`config.mk`:
```
export PLATFORM = sky130hd
export DESIGN_NAME = booth_radix4_mult_flat
export DESIGN_NICKNAME = d
export VERILOG_FILES = /design/src/rtl/booth_if.sv /design/src/rtl/booth_radix4_mult.sv /design/src/flat_wrapper.sv
export SDC_FILE = /design/constraint.sdc
export NUM_CORES = 1
export LEC_CHECK = 0
export BUFFER_PORTS_ARGS = -buffer_cell sky130_fd_sc_hd__buf_2
export CAP_MARGIN = 5
export CORE_ASPECT_RATIO = 1.4
export CORE_MARGIN = 3
export CORE_UTILIZATION = 55
export DETAILED_ROUTE_END_ITERATION = 8
export GPL_ROUTABILITY_DRIVEN = 0
export PLACE_DENSITY = 0.81
export RECOVER_POWER = 100
export SLEW_MARGIN = 20
export SYNTH_ARGS = -nofsm -noshare
export SYNTH_HDL_FRONTEND = slang
export SYNTH_SLANG_ARGS = --single-unit
```
`constraint.sdc`:
```
create_clock -name clk -period 4.52 [get_ports clk]
set_input_delay 0.452 -clock clk [delete_from_list [all_inputs] [get_ports clk]]
set_output_delay 0.452 -clock clk [all_outputs]
set_load 0.01 [all_outputs]
```
`src/rtl/booth_if.sv`:
```
// booth_if: operand/result handshake bundle for booth_radix4_mult
//   master drives start, signed_mode, multiplicand, multiplier
//   slave drives in_ready, product, done, busy
interface booth_if #(parameter int WIDTH = 8);
  logic start;
  logic in_ready;
  logic signed_mode;
  logic [WIDTH-1:0] multiplicand;
  logic [WIDTH-1:0] multiplier;
  logic [2*WIDTH-1:0] product;
  logic done;
  logic busy;
  modport master(output start, signed_mode, multiplicand, multiplier, input in_ready, product, done, busy);
  modport slave(input start, signed_mode, multiplicand, multiplier, output in_ready, product, done, busy);
endinterface

```
`src/rtl/booth_radix4_mult.sv`:
```
// booth_radix4_mult: sequential radix-4 Booth multiplier, signed/unsigned per operation
//   clk, rst (sync, active-high); bus: booth_if.slave
//     start/in_ready accept, signed_mode + multiplicand + multiplier sampled on accept,
//     product held until next completion, done one-cycle pulse, busy in RUN/DONE
//   optional macro BOOTH_ZERO_SKIP_EN: zero operand bypasses RUN and completes next cycle
module booth_radix4_mult #(
  parameter int WIDTH = 8,
  parameter int CNT_W = $clog2(WIDTH/2+2)
) (
  input logic clk,
  input logic rst,
  booth_if.slave bus
);
  localparam logic [1:0] IDLE = 2'd0, RUN = 2'd1, DONE = 2'd2;
  localparam logic [CNT_W-1:0] N = CNT_W'(WIDTH/2+1);
  logic [1:0] state;
  logic [WIDTH+1:0] m_ext, q;
  logic [WIDTH+2:0] acc, m1, m2, addend, sum;
  logic q_m1, accept, zero;
  logic [CNT_W-1:0] cnt;
  logic [2:0] trip;
  logic [2*WIDTH+5:0] shifted;
  assign bus.in_ready = state == IDLE;
  assign bus.busy = state != IDLE;
  assign accept = bus.start && bus.in_ready;
`ifdef BOOTH_ZERO_SKIP_EN
  assign zero = bus.multiplicand == '0 || bus.multiplier == '0;
`else
  assign zero = 1'b0;
`endif
  always_comb begin
    trip = {q[1:0], q_m1};
    m1 = {m_ext[WIDTH+1], m_ext};
    m2 = {m_ext, 1'b0};
    addend = (trip == 3'b001 || trip == 3'b010) ? m1 :
             trip == 3'b011 ? m2 :
             trip == 3'b100 ? -m2 :
             (trip == 3'b101 || trip == 3'b110) ? -m1 : '0;
    sum = acc + addend;
    // bit 0 of the shifted register is the new q_m1, so the product sits one bit up
    shifted = $signed({sum, q, q_m1}) >>> 2;
  end
  always_ff @(posedge clk) begin
    if (rst) begin
      state <= IDLE;
      bus.product <= '0;
      bus.done <= 1'b0;
      acc <= '0;
      q <= '0;
      q_m1 <= 1'b0;
      m_ext <= '0;
      cnt <= '0;
    end else begin
      bus.done <= 1'b0;
      if (accept) begin
        m_ext <= bus.signed_mode ? {{2{bus.multiplicand[WIDTH-1]}}, bus.multiplicand} : {2'b00, bus.multiplicand};
        q <= bus.signed_mode ? {{2{bus.multiplier[WIDTH-1]}}, bus.multiplier} : {2'b00, bus.multiplier};
        acc <= '0;
        q_m1 <= 1'b0;
        cnt <= N;
        state <= zero ? DONE : RUN;
        if (zero) begin
          bus.product <= '0;
          bus.done <= 1'b1;
        end
      end else if (state == RUN) begin
        {acc, q, q_m1} <= shifted;
        cnt <= cnt - 1'b1;
        if (cnt == CNT_W'(1)) begin
          state <= DONE;
          bus.done <= 1'b1;
          bus.product <= shifted[2*WIDTH:1];
        end
      end else if (state == DONE) begin
        state <= IDLE;
      end
    end
  end
endmodule

```
`src/flat_wrapper.sv`:
```
// flat-port wrapper written by rule: the top's interface ports become plain ports
module booth_radix4_mult_flat 
#(
  parameter int WIDTH = 8,
  parameter int CNT_W = $clog2(WIDTH/2+2)
)
  (clk, rst, bus_start, bus_signed_mode, bus_multiplicand, bus_multiplier, bus_in_ready, bus_product, bus_done, bus_busy);
  booth_if #(.WIDTH(WIDTH)) bus_i ();
  input logic clk;
  input logic rst;
  input wire logic [$bits(bus_i.start)-1:0] bus_start;
  input wire logic [$bits(bus_i.signed_mode)-1:0] bus_signed_mode;
  input wire logic [$bits(bus_i.multiplicand)-1:0] bus_multiplicand;
  input wire logic [$bits(bus_i.multiplier)-1:0] bus_multiplier;
  output wire logic [$bits(bus_i.in_ready)-1:0] bus_in_ready;
  output wire logic [$bits(bus_i.product)-1:0] bus_product;
  output wire logic [$bits(bus_i.done)-1:0] bus_done;
  output wire logic [$bits(bus_i.busy)-1:0] bus_busy;
  assign bus_i.start = bus_start;
  assign bus_i.signed_mode = bus_signed_mode;
  assign bus_i.multiplicand = bus_multiplicand;
  assign bus_i.multiplier = bus_multiplier;
  assign bus_in_ready = bus_i.in_ready;
  assign bus_product = bus_i.product;
  assign bus_done = bus_i.done;
  assign bus_busy = bus_i.busy;
  booth_radix4_mult #(.WIDTH(WIDTH), .CNT_W(CNT_W)) u_core (.clk(clk), .rst(rst), .bus(bus_i));
endmodule
```
; Yosys cells after proc, flatten, opt, wreduce, memory -nomap -nowiden
; Cells that the tools add are included.
[totals]
register_bits = 52
inputBits = 20
output_inout_bits = 19
[classes]
addsub = 4
n_eq_ne = 11
muxes = 15
bitwise_logic = 2
reduce_logical = 13
[op_table]
columns = op, n
row1 = $mux 11, 4
row2 = $mux 10, 4
row3 = $neg 11->11, 2
row4 = $add 11x11->11, 1
row5 = $eq 3x3->1 const B, 3
row6 = $eq 3x1->1 const B, 2
row7 = $eq 3x2->1 const B, 2
row8 = $mux 2, 3
row9 = $mux 3, 2
row10 = $reduce_bool 2->1, 3
row11 = $reduce_and 2->1, 2
row12 = $ne 3x2->1 const B, 1
row13 = $reduce_and 3->1, 1
row14 = $reduce_bool 3->1, 1
row15 = $reduce_or 3->1, 1
row16 = $sub 3x1->3 const B, 1
row17 = $eq 2x1->1 const B, 1
row18 = $eq 2x2->1 const B, 1
row19 = $logic_not 2->1, 1
row20 = $logic_or 1x1->1, 2
row21 = $mux 1, 2
row22 = $ne 2x2->1 const B, 1
row23 = $not 1->1, 2
row24 = $reduce_or 2->1, 1
row25 = $logic_and 1x1->1, 1

; Depth between registers and ports, before layout
[logic_depth]
ltp_word = 9
depth_mapped = 15
mapped_depth_nobuf = 15

; Least setup slack after synthesis
; OpenSTA, ideal clock, no wires.
[synth_timing]
path_type = register to register
startpoint = register u_core.m_ext[0]
endpoint = register u_core.acc[8] (netlist name)
setup_ns = 0.115
arrival_ns = 3.040
t_required_ns = 4.405
setup_slack_ns = 1.365
stages_incl_launch_ff = 16
path_buffers = 0
period_less_slack_ns = 3.155
path_cell_list = dfxtp_1 > inv_1 > ha_1 > nor3b_2 > o31a_1 > o21ai_1 > nor3_1 > nor2_1 > o32a_1 > ha_1 > and3_1 > a221oi_2 > o31ai_1 > a211o_1 > and3_1 > o21a_1
[synth_via]
elab_chain_cells = 6
elab_cells_between_ends = 7
classes_between = add/sub: 3 / mux: 4
[synth_lines]
columns = item, line
row1 = start: declaration, booth_radix4_mult.sv:17  ; logic [WIDTH+1:0] m_ext, q;
row2 = start signal: assignment, booth_radix4_mult.sv:56  ; m_ext <= bus.signed_mode ? {{2{bus.multiplicand[WIDTH-1]}}, bus.multiplicand} : {2'b00, bus.multiplicand};
row3 = $neg 11->11, booth_radix4_mult.sv:38  ; (trip == 3'b101 || trip == 3'b110) ? -m1 : '0;
row4 = $mux 11, booth_radix4_mult.sv:38
row5 = $mux 11, booth_radix4_mult.sv:37  ; trip == 3'b100 ? -m2 :
row6 = $mux 11, booth_radix4_mult.sv:36  ; trip == 3'b011 ? m2 :
row7 = $mux 11 *, booth_radix4_mult.sv:35  ; addend = (trip == 3'b001 || trip == 3'b010) ? m1 :
row8 = $add 11x11->11 *, booth_radix4_mult.sv:39  ; sum = acc + addend;
; Every way passes the cells marked *; elsewhere a longest branch is shown, timed or not.
; A chain may end at the register's enable or synchronous reset.

; Worst setup path in the final report
[layout_timing]
startpoint = register u_core.m_ext[0]
endpoint = register u_core.acc[8] (netlist name)
[layout_via]
elab_chain_cells = 6
elab_cells_between_ends = 7
classes_between = add/sub: 3 / mux: 4
[layout_lines]
columns = item, line
row1 = $neg 11->11, booth_radix4_mult.sv:38
row2 = $mux 11, booth_radix4_mult.sv:38
row3 = $mux 11, booth_radix4_mult.sv:37
row4 = $mux 11, booth_radix4_mult.sv:36
row5 = $mux 11 *, booth_radix4_mult.sv:35
row6 = $add 11x11->11 *, booth_radix4_mult.sv:39
; Marked as above.

==> metrics.yaml <==
grt:
  gr-usage-all-layers_pct: 23.9
  grt_pass1_wl_mm: 12.0
  grt_max_degree: 42
  overflow: 0
  first_global_vias: 2606
  antenna_found_initial: 0
clock_tree:
  clkSlewWorstSetupHoldPaths_ns: 0.10
  clk_latency_ns: 0.31
  ctsResizeCount: 0
  root_buffer: "clkbuf_8"
  cts_hold_buf: 0
  cts-htree-levels: 2
  clk_path_buf_depth: 2
  clock-sinks: 51
  postCtsSetupRepairBufs: 0
  cts_buffers: 5
  tritoncts: "built"
routing:
  postRouteAntennaNets: 0
  vias: 2843
  drt_iter0_drc: 254
  dr.pass1.iters: 5
  drc: 0
  wire_per_inst_um: 15.1
  wirelength_mm: 7.20
  via_per_inst: 5.97
power:
  power.density_nw_per_um2: 330
  clock_power_share_pct: 26.0
  p_leak_nw: 1.26
  switching_share_pct: 33.5
  switchingPower_mw: 0.363
  p_seq_share_pct: 47.3
  power.total_mw: 1.08
  max-vdd-ir-drop_mv: 0.195
  cell_internal_pwr_mw: 0.722
  combPwrFrac_pct: 26.7
logic_synthesis:
  ys_ff_latch: 51
  synthTopCellsByArea: "dfxtp_1 (34%), a21oi_1 (7.7%), ha_1 (7.0%)"
  synth-seq-area-share_pct: 33.6
  synth_enable_flop_cells: 0
  synth.net_count: 424
  yosysWarningCount: 0
  synthTopCellsByCount: "nand2_1 (56), dfxtp_1 (51), a21oi_1 (47), nor2_1 (44)"
  ys_types: 48
  synth_most_common_cell: "nand2_1"
  avgSynthCellArea_um2: 7.88
  synth_ff_type: "dfxtp_1"
  synthArstFlopShare_pct: 0
  synth_area_um2: 3040
  synthCells: 386
  yosys.area.top_type: "dfxtp_1"
  synth_top_area_share_pct: 33.6
timing:
  tightest_slew_ns: 1.36
  final-max-slew-violation-count: 0
  clock.fmax_ghz: 0.252
  min_period_ns: 3.97
  setup_viol: 0
  rsz0062_at_grt: "no"
  setup_tns_ns: 0
  finalClockSkew_ns: 0.00686
  period_share_pct: 87.9
  slew_headroom_pct: 9.58
  hold_violations: 0
min_path:
  hold_class: "in -> reg"
  hp-start: "bus_multiplicand[6]"
  holdPathEnd: "u_core.m_ext[6]"
  min_delay_path_depth: 3
cells_and_area:
  antennaDiodeCount: 0
  nets: 447
  drive_gt1_share_pct: 8.54
  syn_to_final_growth_pct: 7.98
  final_area_um2: 3290
  final_core_util_pct: 62.3
placed_design:
  port_buffers: 38
  placedInstanceArea_um2: 3220
  place_hpwl_mm: 5.29
worst_setup_path:
  reg2reg_slack_ns: 0.55
  r2r-start: "u_core.m_ext[0]"
  reg2reg_depth: 15
  r2r_end: "u_core.acc[8]"
  start_kind: "flip-flop"
  criticalPathCategory: "reg -> reg"
  crit_fanout: 7
  cp-end-kind: "flip-flop"
  crit_required_ns: 4.73
  cp.arrival_ns: 4.19
floorplan:
  row_count: 31
  die-area_um2: 6470
  start_util_pct: 57.7
  die_height_um: 94.0
  fp.dieW_um: 68.9
  io_pins: 39
  core_um2: 5280
run_status:
  status: "finished, final reports clean"
flow_run:
  cap_violations: 0
## logic make-up (layout without fill, tap and decap cells)
family | Yosys count | after routing | synth area share (%)
compound gates | 113 | 113 | 24.1
xor+xnor | 11 | 11 | 3.17
buf+inv | 34 | 58 | 4.81
simple gates | 142 | 142 | 21.2
flops | 51 | 51 | 33.6
fa+ha+maj | 18 | 18 | 7.65
mux | 17 | 17 | 5.59
## layer usage
metal	global-route usage (%)	part of all wire [%]
met3	3.35	3.5
met2	40.0	50
met1	29.7	43
met4	10.6	3.3
met5	0	0
## critical path, cell delays in order (launching register included)
cell	delay [ns]
dfxtp_1	0.40
inv_1	0.11
ha_1	0.25
nor3b_1	0.74
o31a_1	0.24
o21ai_1	0.08
nor3_1	0.17
nor2_1	0.06
o32a_1	0.21
ha_1	0.32
and3_1	0.18
a221oi_2	0.33
o31ai_1	0.16
a211o_1	0.30
and3_1	0.17
o21a_1	0.17
## per-stage QoR
step / setup slack [ns] / hold WS, ns / instances
finish: 0.545 / 0.365 / 476
global route: 0.311 / 0.371 / 476
CTS: 0.892 / 0.364 / 476
detailed placement: 0.913 / 0.447 / 468
global placement: 1.01 / 0.439 / 468
floorplan: 1.36 / 0.444 / 386
## power by group through the flow
stage	combinational [mW]	sequential (mW)	clock, mW
2_1_floorplan	0.241	0.503	0
3_3_place_gp	0.281	0.521	0
3_5_place_dp	0.288	0.522	0
4_1_cts	0.290	0.512	0.288
5_1_grt	0.324	0.517	0.303
6_report	0.289	0.513	0.282
## layout make-up
class / count / area [um2]
Multi-Input combinational cell: 301 / 1870
Sequential cell: 51 / 1020
Fill cell: 505 / 1990
Clock buffer: 6 / 82.6
Timing Repair Buffer: 40 / 178
Inverter: 10 / 37.5
Tap cell: 66 / 82.6
Clock inverter: 2 / 13.8
## placed cells by master (no fill, tap or decap), types with 6 or more instances in the layout
cell,n
a211oi_1,16
a21oi_1,47
a31oi_1,6
buf_2,19
clkbuf_1,20
clkbuf_8,6
dfxtp_1,51
ha_1,17
inv_1,10
mux2i_1,17
nand2_1,56
nand2b_1,8
nor2_1,44
nor2b_1,10
o21ai_0,12
xnor2_1,9
## how the worst max path moves through the flow
stage                               start             to  slack (ns)  cells after the start
final                     u_core.m_ext[0]  u_core.acc[8]        0.55                     15
after global routing      u_core.m_ext[0]  u_core.acc[8]        0.31                     15
after CTS                 u_core.m_ext[0]  u_core.acc[8]        0.89                     15
after detailed placement  u_core.m_ext[0]  u_core.acc[8]        0.91                     15
after global placement    u_core.m_ext[0]  u_core.acc[8]        1.01                     15
after floorplan           u_core.m_ext[0]  u_core.acc[8]        1.36                     15
## flip-flops by register name (all words and copies together) (netlist names)
| signal | cells |
|---|---|
| u_core.bus.product | 16 |
| u_core.acc | 9 |
| u_core.m_ext | 9 |
| u_core.q | 10 |
| u_core.q_m1 | 1 |
| u_core.bus.done | 1 |
| u_core.cnt | 3 |
| u_core.state | 2 |
(Power assumes the default switching activity.)
